## src/rtl/rggen_register_master.sv

```systemverilog
// rggen_register_master: host-side initiator that broadcasts one access to N register slaves and merges their replies.
// Optional wait timeout is compiled in with RGGEN_REGISTER_MASTER_TIMEOUT_EN.
module rggen_register_master #(
    parameter int ADDRESS_WIDTH  = 16,
    parameter int DATA_WIDTH     = 32,
    parameter int REGISTERS      = 1,
    parameter int TIMEOUT_CYCLES = 64
) (
    input  logic                            i_clk,
    input  logic                            i_rst,
    input  logic                            i_host_valid,
    output logic                            o_host_ready,
    input  logic [ADDRESS_WIDTH-1:0]        i_host_address,
    input  logic                            i_host_write,
    input  logic [DATA_WIDTH-1:0]           i_host_write_data,
    input  logic [DATA_WIDTH/8-1:0]         i_host_strobe,
    output logic                            o_host_response_valid,
    input  logic                            i_host_response_ready,
    output logic [DATA_WIDTH-1:0]           o_host_read_data,
    output logic [1:0]                      o_host_status,
    output logic                            o_register_request,
    output logic [ADDRESS_WIDTH-1:0]        o_register_address,
    output logic                            o_register_direction,
    output logic [DATA_WIDTH-1:0]           o_register_write_data,
    output logic [DATA_WIDTH/8-1:0]         o_register_write_strobe,
    output logic [DATA_WIDTH-1:0]           o_register_write_mask,
    input  logic [REGISTERS-1:0]            i_register_select,
    input  logic [REGISTERS-1:0]            i_register_ready,
    input  logic [REGISTERS*DATA_WIDTH-1:0] i_register_read_data,
    input  logic [2*REGISTERS-1:0]          i_register_status
);
    typedef enum logic [1:0] {IDLE, ACCESS, RESPONSE} state_t;
    state_t                    r_state;
    state_t                    w_next;
    logic                      w_hit;
    logic                      w_done;
    logic                      w_timeout;
    logic [DATA_WIDTH-1:0]     w_read_data;
    logic [DATA_WIDTH-1:0]     w_mask;
    logic [1:0]                w_status;
    logic [ADDRESS_WIDTH-1:0]  r_address;
    logic                      r_write;
    logic [DATA_WIDTH-1:0]     r_write_data;
    logic [DATA_WIDTH/8-1:0]   r_strobe;
    logic [DATA_WIDTH-1:0]     r_mask;
    logic [DATA_WIDTH-1:0]     r_read_data;
    logic [1:0]                r_status;

    // Replies are OR-merged across every slave that is both selected and ready.
    always_comb begin
        w_hit       = |i_register_select;
        w_done      = |(i_register_select & i_register_ready);
        w_read_data = '0;
        w_status    = '0;
        for (int k = 0; k < REGISTERS; k++) begin
            if (i_register_select[k] && i_register_ready[k]) begin
                w_read_data = w_read_data | i_register_read_data[k*DATA_WIDTH +: DATA_WIDTH];
                w_status    = w_status | i_register_status[2*k +: 2];
            end
        end
    end

    always_comb begin
        w_mask = '0;
        for (int i = 0; i < DATA_WIDTH; i++) w_mask[i] = i_host_strobe[i/8];
    end

`ifdef RGGEN_REGISTER_MASTER_TIMEOUT_EN
    localparam int CW = $clog2(TIMEOUT_CYCLES);
    logic [CW-1:0] r_count;
    always_ff @(posedge i_clk) begin
        if (i_rst || r_state != ACCESS) r_count <= '0;
        else                            r_count <= r_count + 1'b1;
    end
    assign w_timeout = r_count == CW'(TIMEOUT_CYCLES - 1);
`else
    assign w_timeout = 1'b0;
`endif

    always_ff @(posedge i_clk) begin
        if (i_rst) r_state <= IDLE;
        else       r_state <= w_next;
    end

    always_comb begin
        w_next = r_state;
        case (r_state)
            IDLE:     if (i_host_valid) w_next = ACCESS;
            ACCESS:   if (!w_hit || w_done || w_timeout) w_next = RESPONSE;
            RESPONSE: if (i_host_response_ready) w_next = IDLE;
            default:  w_next = IDLE;
        endcase
    end

    always_ff @(posedge i_clk) begin
        if (i_rst) begin
            r_address    <= '0;
            r_write      <= 1'b0;
            r_write_data <= '0;
            r_strobe     <= '0;
            r_mask       <= '0;
            r_read_data  <= '0;
            r_status     <= '0;
        end else begin
            if (r_state == IDLE && i_host_valid) begin
                r_address    <= i_host_address;
                r_write      <= i_host_write;
                r_write_data <= i_host_write_data;
                r_strobe     <= i_host_strobe;
                r_mask       <= w_mask;
            end
            if (r_state == ACCESS && w_next == RESPONSE) begin
                r_read_data <= (w_hit && w_done && !r_write) ? w_read_data : '0;
                r_status    <= !w_hit ? 2'd3 : w_done ? w_status : 2'd2;
            end
        end
    end

    assign o_host_ready            = r_state == IDLE;
    assign o_host_response_valid   = r_state == RESPONSE;
    assign o_register_request      = r_state == ACCESS;
    assign o_host_read_data        = r_read_data;
    assign o_host_status           = r_status;
    assign o_register_address      = r_address;
    assign o_register_direction    = r_write;
    assign o_register_write_data   = r_write_data;
    assign o_register_write_strobe = r_strobe;
    assign o_register_write_mask   = r_mask;
endmodule

```

## config.mk

```make
export PLATFORM = sky130hd
export DESIGN_NAME = rggen_register_master
export DESIGN_NICKNAME = d
export VERILOG_FILES = /design/src/rtl/rggen_register_master.sv
export SDC_FILE = /design/constraint.sdc
export NUM_CORES = 1
export LEC_CHECK = 0
export ABC_AREA = 1
export CAP_MARGIN = 20
export CORE_ASPECT_RATIO = 1.75
export CORE_MARGIN = 5
export CORE_UTILIZATION = 37
export CTS_CLUSTER_SIZE = 40
export DETAILED_ROUTE_END_ITERATION = 16
export GPL_TIMING_DRIVEN = 0
export PLACE_DENSITY = 0.86
export SETUP_SLACK_MARGIN = 0.5
export SLEW_MARGIN = 25
export SYNTH_ARGS = -nofsm -noshare
export SYNTH_HDL_FRONTEND = slang
export SYNTH_SLANG_ARGS = --single-unit
```

## constraint.sdc

```tcl
create_clock -name i_clk -period 1.4 [get_ports i_clk]
set_input_delay 0.42 -clock i_clk [delete_from_list [all_inputs] [get_ports i_clk]]
set_output_delay 0.42 -clock i_clk [all_outputs]
set_load 0.01 [all_outputs]
```

==> summary.md, run 1 <==
| Metric | Value |
|---|---|
| Number of cells on the critical path | `8` |
| CP Class | `reg2reg` |
| Nets | `between 800 and 900` |
| Hold Crit Depth | `2` |
| Die X | `~83 um` |
| RSZ-0062 raised after global routing | `true` |
| Clock Pin Slew Worst Setup and Hold Paths | `roughly 70 ps` |
| Fin. Hold Viols | `0` |
| Area after DPL | `slightly below 0.006 mm^2` |
| First-pass GRT wire length | `~25 mm` |
| FF+latch count, synth | `~90` |
| Status | `finished, violations left` |
| Overflow after GRT | `0` |
| Yosys warns | `0` |
| Most common cell in the netlist | `nor2_1` |
| Synth Net Count | `~530` |
| Min-delay src | `i_rst` |
| Core box area | `roughly 0.009 mm^2` |
| Largest net degree at the start of global routing | `15` |
| Critical Path RT | `~1600 ps` |
| Initial antenna violation count | `0` |
| Critical Path Max Stage Delay | `just over 400 ps` |
| Period minus WS final | `1690 ps` |
| Ys flop type | `dfxtp_1` |
| Area fraction of the dominant cell type after synthesis | `around half` |
| Worst Setup Slack, final | `-294 ps` |
| Sequential share of the synthesized area | `about half` |
| Total of max-cap violations | `0` |
| I/O pin count | `about 220` |
| Fin crit share | `121%` |
| Worst setup startpoint | `r_state[0]` |
| Crit-path most repeated cell | `nor2_1` |
| Iteration-0 DRC Markers | `between 300 and 400` |
| Root Driver | `clkbuf_16` |
| Worst path arrival time | `1900 ps` |
| Clk sinks | `slightly below 90` |
| Max-slew violation count | `0` |
| Total power | `~8.5 mW` |
| DRC errors left | `0` |
| First-pass DRT Iterations | `5` |
| Worst-path maximum fanout | `5` |
| Cells after synthesis | `433` |
| Number of enable flip-flop cells after synthesis | `0` |
| Diode count | `0` |
| Pre-CTS WS | `-374 ps` |
| Hold buffers post-CTS | `0` |
| Crit path buffers/inverters | `4` |
| Vias/cell | `between 5 and 6` |
| Share of post-route cells with drive strength above 1 | `approximately 74%` |
| Slew headroom | `a little under half` |
| Via count | `between 4k and 5k` |
| Mapped cell area | `~0.0035 mm^2` |
| Worst r2r src | `r_state[0]` |
| R2R depth | `8` |
| Row count | `46` |
| Total Routing Usage GR | `27.5%` |
| Routability-driven placement congestion ratio | `0.841` |
| Worst Max-Slew Pin Slew | `around 820 ps` |
| Peak supply drop | `between 0.8 and 0.9 mV` |
| Area leader, netlist | `dfxtp_1` |
| TritonCTS clock tree | `yes` |
| Utilization after layout | `95.5%` |
| Max clock buf depth | `2` |
| P per Cell Area | `slightly below 1000 mW/mm^2` |
| DR WL/cell | `about 28 um` |
| Final worst clock skew | `about 9.3 ps` |
| Kind of end point of the critical path | `flop` |
| Hold Crit Class | `in2reg` |
| Avg Inst Size Synth | `~8 um^2` |
| Routed Antenna Nets | `0` |
| Synth top area cells | `dfxtp_1, nor2_1, buf_4` |
| Initial core utilization | `between 30% and 40%` |
| Chip height | `around 140 um` |
| CP Launch Type | `flop` |
| CP delay by family, top | `simple AND/OR/NAND/NOR gates` |
| Htree depth | `3` |
| Setup Viol. Count Final | `43` |
| Distinct cell type count after synthesis | `19` |
| CP max stage cell | `dfxtp_4` |
| Leakage | `approximately 3.5 nW` |
| Async S/R FF share, synth | `0%` |
| CTS Buf Count | `9` |
| Synth cell count leaders | `nor2_1, dfxtp_1, o21ai_1` |
| Failing checks | `negative setup slack` |
| Clk_lat worst skew | `roughly 340 ps` |
| Final HPWL DP | `9.82 mm` |
| Die Area | `0.0115 mm^2` |
| Vias in the first global route | `roughly 4.5k` |
| Max Fclk | `590 MHz` |
| Critical path cell sequence | `nor2_4, buf_6, nand2_8, buf_8, clkinv_8, clkbuf_16, nor2_1, nor2_1` |
| I/O Buffers | `between 200 and 250` |
| Layout Cell Area excl Fill | `just under 0.009 mm^2` |
| WL final | `approximately 24 mm` |
| Hold WS | `281 ps` |
| Layout area overhead | `150%` |
==> final timing paths <==
kind / endpoint / slack, ps
worst max-delay path: o_register_write_data[30] / -290
worst min-delay path: o_host_read_data[0] / 280
worst max register to register: o_register_write_data[30] / -290
worst min register to register: o_host_read_data[12] / 490
==> registers in the layout (all words and copies together), names as in the netlist <==
register / count
o_register_write_data: 32
o_register_direction: 1
o_register_address: 16
r_state: 2
o_host_read_data: 32
o_register_write_strobe: 4
o_host_status: 2
==> what timing repair did <==
| item | 4_1_cts | 5_1_grt |
|---|---|---|
| setup buffers | 19 | 38 |
| pin swaps | 66 | 87 |
| resized for setup | 865 | 191 |
| gates cloned | 9 | 9 |
| setup endpoints to repair | 211 | 211 |
==> final cells by class <==
cell class | count | area (um^2)
Buffer | 61 | 739
Clock buffer | 10 | 229
Clock inverter | 5 | 81.3
Fill cell | 210 | 410
Inverter | 9 | 61.3
Multi-Input combinational cell | 274 | 2270
Sequential cell | 89 | 1930
Tap cell | 120 | 150
Timing Repair Buffer | 287 | 3210
Timing Repair inverter | 1 | 16.3
==> routing by layer <==
layer / vias up / share of wire, % / GRT usage [%]
li1: 1985 / - / -
met1: 2370 / 32 / 26.2
met2: 370 / 54 / 53.4
met3: 124 / 6.8 / 7.49
met4: 0 / 7.5 / 12.0
met5: - / 0 / 0
==> worst reg2reg max path, delay by kind of cell (launching register included) <==
kind          cells  cell delay (ps)
buf+inv           4              520
simple gates      4              650
flops             1              410
==> cell usage in the layout, fill, tap and decap left out <==
cell,n
clkbuf_16,17
nand2_8,2
a21oi_4,1
nor3_1,1
clkbuf_8,1
nand2_1,35
bufinv_16,2
clkinvlp_4,1
clkbuf_2,6
dlygate4sd2_1,3
buf_4,40
dfxtp_2,76
nor2_4,28
inv_8,1
inv_4,1
nand3_2,17
buf_8,9
o21ai_4,20
clkinv_8,2
a21oi_1,2
clkbuf_4,3
nand2_4,2
a21oi_2,33
o21ai_0,1
clkinv_2,1
nand3_4,15
dfxtp_4,13
clkdlybuf4s50_1,88
clkinv_4,2
o21ai_2,32
buf_16,4
nand3_1,1
clkbuf_1,2
nor2_1,52
buf_12,16
buf_6,169
nor2_2,29
inv_1,5
nand2_2,3
==> cell families after synthesis <==
kind of cell / after synthesis / synth area share, %
buf+inv: 70 / 13.9
flops: 89 / 51.4
simple gates: 185 / 21.8
compound gates: 89 / 12.8
==> stage by stage <==
stage,TNS [ps],instances
2_1_floorplan,0,433
3_3_place_gp,-16290,766
3_5_place_dp,-19860,766
4_1_cts,-2040,809
5_1_grt,-4220,856
6_report,-2810,856
==> report_power, final <==
group	leakage (nW)	switching (mW)	internal, mW
Clock	0.149	1.08	1.56
Sequential	0.769	0.177	2.73
Combinational	2.58	1.34	1.58
Total	3.49	2.59	5.86
(Power assumes the default switching activity.)
==> run 2, diff against run 1 <==
--- a/config.mk
+++ b/config.mk
@@ -15,7 +15,6 @@
 export GPL_TIMING_DRIVEN = 0
 export PLACE_DENSITY = 0.86
 export SETUP_SLACK_MARGIN = 0.5
-export SLEW_MARGIN = 25
 export SYNTH_ARGS = -nofsm -noshare
 export SYNTH_HDL_FRONTEND = slang
 export SYNTH_SLANG_ARGS = --single-unit
==> results of run 2 <==
The final DEF is identical to that of run 1; final timing and power are the same.
